==> config.mk <==
export PLATFORM = sky130hd
export DESIGN_NAME = matrix_scan_ctrl
export DESIGN_NICKNAME = d
export VERILOG_FILES = /design/src/rtl/matrix_scan_ctrl.sv
export SDC_FILE = /design/constraint.sdc
export NUM_CORES = 1
export LEC_CHECK = 0
export CORE_MARGIN = 2
export CORE_UTILIZATION = 40
export CTS_BUF_LIST = sky130_fd_sc_hd__clkbuf_16
export CTS_CLUSTER_DIAMETER = 120
export DETAILED_ROUTE_END_ITERATION = 10
export MAX_ROUTING_LAYER = met4
export PLACE_DENSITY_LB_ADDON = 0.2
export REMOVE_ABC_BUFFERS = 1
export SKIP_CTS_REPAIR_TIMING = 1
export SLEW_MARGIN = 10
export SYNTH_ARGS = -nofsm -noshare
export SYNTH_HDL_FRONTEND = slang
export SYNTH_SLANG_ARGS = --single-unit
==> constraint.sdc <==
create_clock -name clk -period 2.2 [get_ports clk]
set_input_delay 0.44 -clock clk [delete_from_list [all_inputs] [get_ports clk]]
set_output_delay 0.44 -clock clk [all_outputs]
set_load 0.01 [all_outputs]
==> src/rtl/matrix_scan_ctrl.sv <==
// Row-scan controller for a 16x16 LED dot matrix.
// Walks a 4-bit row index through the pattern ROMs and latches the returned
// column word. Each row slot starts with a blanking gap to stop ghosting. The
// displayed pattern changes only at frame boundaries, either from a manual
// select or by auto-rotation every FRAMES_PER_PAT frames.

module matrix_scan_ctrl #(
    parameter int DIV            = 1000,
    parameter int BLANK          = 4,
    parameter int NUM_PAT        = 4,
    parameter int FRAMES_PER_PAT = 60
) (
    input  logic        clk,
    input  logic        rst_n,
    input  logic        en,
    input  logic        auto_mode,
    input  logic [1:0]  pat_sel_in,
    input  logic [15:0] pat_col,
    output logic [3:0]  row_bin,
    output logic [1:0]  pat_idx,
    output logic [15:0] row,
    output logic [15:0] col,
    output logic        frame_done
);

    localparam int DIV_W = $clog2(DIV);
    localparam int FC_W  = $clog2(FRAMES_PER_PAT + 1);

    localparam logic [DIV_W-1:0] BLANK_LAST = DIV_W'(BLANK - 1);
    localparam logic [DIV_W-1:0] DIV_LAST   = DIV_W'(DIV - 1);
    localparam logic [DIV_W-1:0] DIV_ONE    = DIV_W'(1);
    localparam logic [FC_W-1:0]  FC_LAST    = FC_W'(FRAMES_PER_PAT - 1);
    localparam logic [FC_W-1:0]  FC_ONE     = FC_W'(1);
    localparam logic [1:0]       PAT_LAST   = 2'(NUM_PAT - 1);
    localparam logic [2:0]       PAT_COUNT  = 3'(NUM_PAT);

    localparam logic [1:0] ST_IDLE  = 2'd0;
    localparam logic [1:0] ST_BLANK = 2'd1;
    localparam logic [1:0] ST_SHOW  = 2'd2;

    logic [1:0]       state;
    logic [DIV_W-1:0] div_cnt;
    logic [FC_W-1:0]  frame_cnt;
    logic             frame_edge;

    // The SHOW-exit edge of row 15 is the only point a pattern may change.
    assign frame_edge = en && (state == ST_SHOW) && (div_cnt == DIV_LAST) &&
                        (row_bin == 4'hF);

    // Scan sequencer: blank gap, then latch the ROM word and light the row.
    always_ff @(posedge clk) begin
        if (!rst_n) begin
            state      <= ST_IDLE;
            div_cnt    <= '0;
            row_bin    <= '0;
            row        <= '0;
            col        <= '0;
            frame_done <= 1'b0;
        end else if (!en) begin
            state      <= ST_IDLE;
            div_cnt    <= '0;
            row_bin    <= '0;
            row        <= '0;
            col        <= '0;
            frame_done <= 1'b0;
        end else begin
            frame_done <= 1'b0;
            case (state)
                ST_IDLE: begin
                    state   <= ST_BLANK;
                    div_cnt <= '0;
                    row_bin <= '0;
                    row     <= '0;
                    col     <= '0;
                end
                ST_BLANK: begin
                    div_cnt <= div_cnt + DIV_ONE;
                    // The ROM has had BLANK cycles to settle on row_bin/pat_idx.
                    if (div_cnt == BLANK_LAST) begin
                        col   <= pat_col;
                        row   <= 16'b1 << row_bin;
                        state <= ST_SHOW;
                    end
                end
                ST_SHOW: begin
                    if (div_cnt == DIV_LAST) begin
                        div_cnt    <= '0;
                        row        <= '0;
                        col        <= '0;
                        row_bin    <= row_bin + 4'd1;
                        state      <= ST_BLANK;
                        frame_done <= (row_bin == 4'hF);
                    end else begin
                        div_cnt <= div_cnt + DIV_ONE;
                    end
                end
                default: begin
                    state   <= ST_IDLE;
                    div_cnt <= '0;
                    row_bin <= '0;
                    row     <= '0;
                    col     <= '0;
                end
            endcase
        end
    end

    // Pattern selection, evaluated only at frame boundaries.
    always_ff @(posedge clk) begin
        if (!rst_n) begin
            pat_idx   <= '0;
            frame_cnt <= '0;
        end else if (!en) begin
            frame_cnt <= '0;
        end else if (frame_edge) begin
            if (auto_mode) begin
                if (frame_cnt == FC_LAST) begin
                    frame_cnt <= '0;
                    pat_idx   <= (pat_idx == PAT_LAST) ? 2'd0 : pat_idx + 2'd1;
                end else begin
                    frame_cnt <= frame_cnt + FC_ONE;
                end
            end else begin
                frame_cnt <= '0;
                // Out-of-range selections are ignored so an unused ROM slot is never shown.
                if ({1'b0, pat_sel_in} < PAT_COUNT) begin
                    pat_idx <= pat_sel_in;
                end
            end
        end
    end

endmodule

# Word-level counts from Yosys, hierarchy flattened
# Index checks and enable logic that the tools add are counted.
[classes]
reduce_logical = 9
shifts = 1
n_eq_ne = 10
muxes = 17
bitwise_logic = 1
add_sub_neg = 4
[op_table]
columns = ["operator", "count"]
rows = [
  ["one-hot mux 16 bit (2 select lines)", 2],
  ["2-to-1 mux 16 bit", 3],
  ["one-hot mux 10 bit (2 select lines)", 1],
  ["left shift 1 x 4 -> 16 bit, first input constant", 1],
  ["2-to-1 mux 6 bit", 2],
  ["adder 10 x 1 -> 10 bit, second input constant", 1],
  ["equality test 10 bit, second input constant", 1],
  ["equality test 10 x 2 -> 1 bit, second input constant", 1],
  ["2-to-1 mux 10 bit", 1],
  ["2-to-1 mux 2 bit", 5],
  ["one-hot mux 4 bit (2 select lines)", 1],
  ["adder 6 x 1 -> 6 bit, second input constant", 1],
  ["equality test 6 bit, second input constant", 1],
  ["one-hot mux 2 bit (3 select lines)", 1],
  ["AND reduction 2 bit", 3],
  ["adder 4 x 1 -> 4 bit, second input constant", 1],
  ["equality test 2 bit, second input constant", 2],
  ["equality test 4 bit, second input constant", 1],
  ["2-to-1 mux 4 bit", 1],
  ["!= test 2 x 1 -> 1 bit, second input constant", 2],
  ["AND reduction 4 bit", 1],
  ["logical AND 1 bit", 3],
  ["AND reduction 3 bit", 1],
  ["adder 2 x 1 -> 2 bit, second input constant", 1],
  ["other kinds (4)", 4],
]
[word_totals]
ff_bits = 57
out_inout_bits = 39
in_bits = 22
word_cells = 50

# Logic depth before layout (Yosys ltp)
[depth]
ltp_word = 5
ltp_mapped = 7
ltp_nobuf = 6

# Worst setup path after synthesis
# No wires, ideal clock.
[synth_timing]
path_kind = "register to register"
from = "reg row_bin[0]"
to = "reg frame_cnt[0]"
required_ns = 2.067
n_path_buf = 1
stages_incl_launch_ff = 7
setup_time_ns = 0.133
arrival_time_ns = 1.865
period_less_slack_ns = 1.997
setup_slack_ns = 0.203
path_cell_list = "dfxtp_1 ha_1 nand4_1 or4_4 buf_6 o21ai_0 nor2_1"
[synth_between]
elab_chain_cells = 2
[synth_rtl]
columns = ["element", "line_no", "rtl"]
rows = [
  ["start, declared", "19", "output logic [3:0] row_bin,"],
  ["start signal, assigned", "90", "row_bin <= row_bin + 4'd1;"],
  ["equality test 4 bit", "48", "(row_bin == 4'hF);"],
  ["logical AND 1 bit", "47", "assign frame_edge = en && (state == ST_SHOW) && (div_cnt == DIV_LAST) &&"],
  ["end signal, assigned", "121", "frame_cnt <= frame_cnt + FC_ONE;"],
  ["end, declared", "43", "logic [FC_W-1:0] frame_cnt;"],
]
# No other way between the ends.
# A chain may end at the register's enable or synchronous reset.

# Worst setup path in the final report
[layout_timing]
from = "reg div_cnt[0]"
to = "reg row_bin[2]"
[layout_between]
elab_chain_cells = 3
[layout_rtl]
columns = ["element", "line_no", "rtl"]
rows = [
  ["start, declared", "42", "logic [DIV_W-1:0] div_cnt;"],
  ["start signal, assigned", "77", "div_cnt <= div_cnt + DIV_ONE;"],
  ["start signal, assigned", "94", "div_cnt <= div_cnt + DIV_ONE;"],
  ["equality test 10 bit", "86", "if (div_cnt == DIV_LAST) begin"],
  ["!= test 2 x 1 -> 1 bit (no source line)", "--", ""],
  ["AND reduction 2 bit (no source line)", "--", ""],
]
# No other way between the ends.

==> impl_metrics.json <==
{
  "die_width_um": 85.7,
  "routabilityCongestion": 0.827,
  "synth_edf_count": 0,
  "synth.top_cell.area_share": 0.427,
  "worstMarginPinSlew_ns": 0.498,
  "p_leak_nw": 1.28,
  "finalNetCount": 401,
  "worst_hold_path.endpoint": "col[9]",
  "layout.filler_cells": 574,
  "cts.reportedPaths.clkPinSlew_ns": 0.05,
  "async_reset_ff_frac": 0,
  "antenna_cells": 0,
  "syn_inst": 299,
  "tritoncts": "yes",
  "syn-cell-area_um2": 2670,
  "worstReg2RegStart": "div_cnt[0]",
  "clk_root_buffer_cell": "sky130_fd_sc_hd__clkbuf_16",
  "detail_route.wl_per_cell_um": 12.6,
  "register_area_um2": 1140,
  "crit_path_cell_chain": "ha_1 > or3b_4 > o31a_1 > or4b_1 > a21oi_1",
  "r2r_end": "row_bin[2]",
  "first_pass_grt_wire_length_mm": 9.78,
  "synth.ff_latch_count": 57,
  "min_path_type": "reg2reg",
  "regToRegSetupSlack_ns": 0.13,
  "critPathBufInv": 0,
  "final_min_period_over_clock_period": 0.939,
  "yosysSeqAreaShare": 0.427,
  "cts_inserted_buffers": 9,
  "placeableCoreArea_um2": 6420,
  "holdPathStages": 2,
  "met3_routed_wirelength_um": 334,
  "layout-area-overhead-vs-synth_pct": 38.1,
  "cp_slowest_stage_delay_ns": 0.49,
  "dominant_register_cell_in_the_synthesized_netlist": "sky130_fd_sc_hd__dfxtp_1",
  "drc": 9,
  "grt_residual_overflow": 0,
  "post_drt_via_cell_ratio": 5.12,
  "grt_pass1_vias": 2202,
  "critical_path_required_ns": 2.45,
  "status": "finished, violations left",
  "r2r_cells": 5,
  "die_area_um2": 7350,
  "final-hold-violation-count": 0,
  "ir_worst_vdd_v": 0.000451,
  "initial_antenna_violation_count": 0,
  "totalWireLength_mm": 5.62,
  "p_per_area_nw_per_um2": 679,
  "vertical_die_dimension_um": 85.7,
  "max-clock-path-buffers": 2,
  "htree_num_levels": 3,
  "syn_avg_cell_area_um2": 8.93,
  "synth.area.top_cells": "sky130_fd_sc_hd__dfxtp_1 (43%), sky130_fd_sc_hd__mux2i_1 (13%), sky130_fd_sc_hd__nand3_1 (6.7%), sky130_fd_sc_hd__ha_1 (6.1%), sky130_fd_sc_hd__nand2_1 (5.9%)",
  "place.detailed.hpwl_mm": 3.81,
  "cp-start-kind": "flop",
  "ys_types": 37,
  "critPathCaptureType": "flop",
  "boundaryPins": 61,
  "fmax_ghz": 0.484,
  "port_buffers": 60,
  "setup.worst_path.class": "reg2reg",
  "synth.most_common_cell": "sky130_fd_sc_hd__dfxtp_1",
  "placement.cell_area_um2": 3410,
  "setup_viol_count_final": 0,
  "maxcap_violations": 0,
  "fin_worst_skew_ns": 0.00636,
  "finalWorstPathRequiredPeriod_ns": 2.07,
  "multi_input_area_um2": 1430,
  "met2_length_mm": 2.48,
  "setup-tns-final_ns": 0,
  "grt_setup_unrepaired": "false",
  "min_from": "col[9]",
  "final_antenna_net_count": 0,
  "share_of_cells_above_drive_strength_1": 0.0892,
  "placementRows": 29,
  "drt_first_pass_iters": 11,
  "route.vias.total": 2289,
  "slew-limit-headroom": 0.668,
  "synth_common_cells": "sky130_fd_sc_hd__dfxtp_1 (57), sky130_fd_sc_hd__nand2_1 (42), sky130_fd_sc_hd__nand3_1 (36)",
  "synth.largest_area_cell": "sky130_fd_sc_hd__dfxtp_1",
  "violations_in_the_final_reports": "DRC",
  "final_area_um2": 3690,
  "floorplan.initialDensity": 0.416,
  "worst-endpoint-arrival_ns": 2.31,
  "top_layer_used": "met4",
  "yosysWarnings": 0,
  "clock_insertion_delay_worst_skew_ns": 0.32,
  "met1_length_mm": 2.70,
  "global_route.usage.total": 0.174,
  "maximum_number_of_pins_on_one_net_before_global_route_repair": 66,
  "cts.sink_count": 57,
  "path_max_fanout": 9,
  "report.final.slew_viol_count": 0,
  "drt-initial-drc-count": 105,
  "path_delay_family": "simple AND/OR/NAND/NOR gates",
  "final_util": 0.574,
  "critical-path-slowest-cell": "sky130_fd_sc_hd__or4b_1"
}
## worst max path at each step
stage	cells after the start	start	endpoint
after CTS	5	div_cnt[0]	row_bin[2]
final	5	div_cnt[0]	row_bin[2]
after global routing	5	div_cnt[0]	div_cnt[3]
after floorplan	5	div_cnt[0]	col[0]
after global placement	5	en	frame_cnt[5]
after detailed placement	5	en	frame_cnt[5]
## layout make-up
class,instances,area share
tap,77,0.0261
sequential,57,0.309
timing repair buffer,71,0.192
clock buffer,9,0.0611
clock inverter,6,0.0139
inverter,9,0.00916
multi-input combinational,218,0.388
## per-stage QoR
stage	hold WS [ns]	setup slack [ns]	cells	power (mW)
2_1_floorplan	0.430	-0.362	284	1.15
3_3_place_gp	0.444	0.0173	432	1.23
3_5_place_dp	0.452	-0.0418	432	1.23
4_1_cts	0.460	0.132	447	2.54
5_1_grt	0.474	0.00572	447	2.60
6_report	0.456	0.135	447	2.51
## registers in the layout, indices dropped and copies added, names as in the netlist
name / flops
col: 16
row: 16
div_cnt: 10
frame_cnt: 6
row_bin: 4
pat_idx: 2
state: 2
frame_done: 1
## metal layers
layer / global-route usage / up-vias
li1: - / 1183
met1: 0.209 / 1041
met2: 0.267 / 55
met3: 0.0539 / 10
met4: 0.0808 / 0
met5: - / -
## layout by cell type (no fill, tap or decap), types with 2 or more instances in the layout
cell type,n
sky130_fd_sc_hd__nor3_1,2
sky130_fd_sc_hd__a21oi_1,10
sky130_fd_sc_hd__dfxtp_1,57
sky130_fd_sc_hd__nand3_1,36
sky130_fd_sc_hd__and3_1,2
sky130_fd_sc_hd__nor2_1,17
sky130_fd_sc_hd__clkinv_2,2
sky130_fd_sc_hd__buf_12,2
sky130_fd_sc_hd__or3_2,2
sky130_fd_sc_hd__inv_1,10
sky130_fd_sc_hd__clkinv_1,2
sky130_fd_sc_hd__mux2i_1,35
sky130_fd_sc_hd__clkbuf_16,9
sky130_fd_sc_hd__or3_1,7
sky130_fd_sc_hd__o21ai_0,12
sky130_fd_sc_hd__nand2_1,41
sky130_fd_sc_hd__nand4_1,5
sky130_fd_sc_hd__buf_4,9
sky130_fd_sc_hd__ha_1,13
sky130_fd_sc_hd__or4_1,2
sky130_fd_sc_hd__and2_1,3
sky130_fd_sc_hd__nor4_1,3
sky130_fd_sc_hd__xnor2_1,7
sky130_fd_sc_hd__o31ai_1,3
sky130_fd_sc_hd__xor2_1,2
sky130_fd_sc_hd__clkdlybuf4s50_1,60
## tightest hold or removal path, cell delays in order (launching register included)
cell and delay [ns]:
sky130_fd_sc_hd__dfxtp_1 0.30, sky130_fd_sc_hd__nand2_1 0.05, sky130_fd_sc_hd__mux2i_1 0.05
## power breakdown
group	switching [mW]	total (mW)	internal, mW
clock network	0.446	1.30	0.851
registers	0.00425	1.05	1.04
logic	0.0790	0.163	0.0842
## logic make-up after synthesis
family | share of synthesized area
simple gates | 0.247
buf+inv | 0.0379
mux | 0.131
fa+ha+maj | 0.0609
flops | 0.427
xor+xnor | 0.0295
compound gates | 0.0660
(Power assumes the default switching activity.)
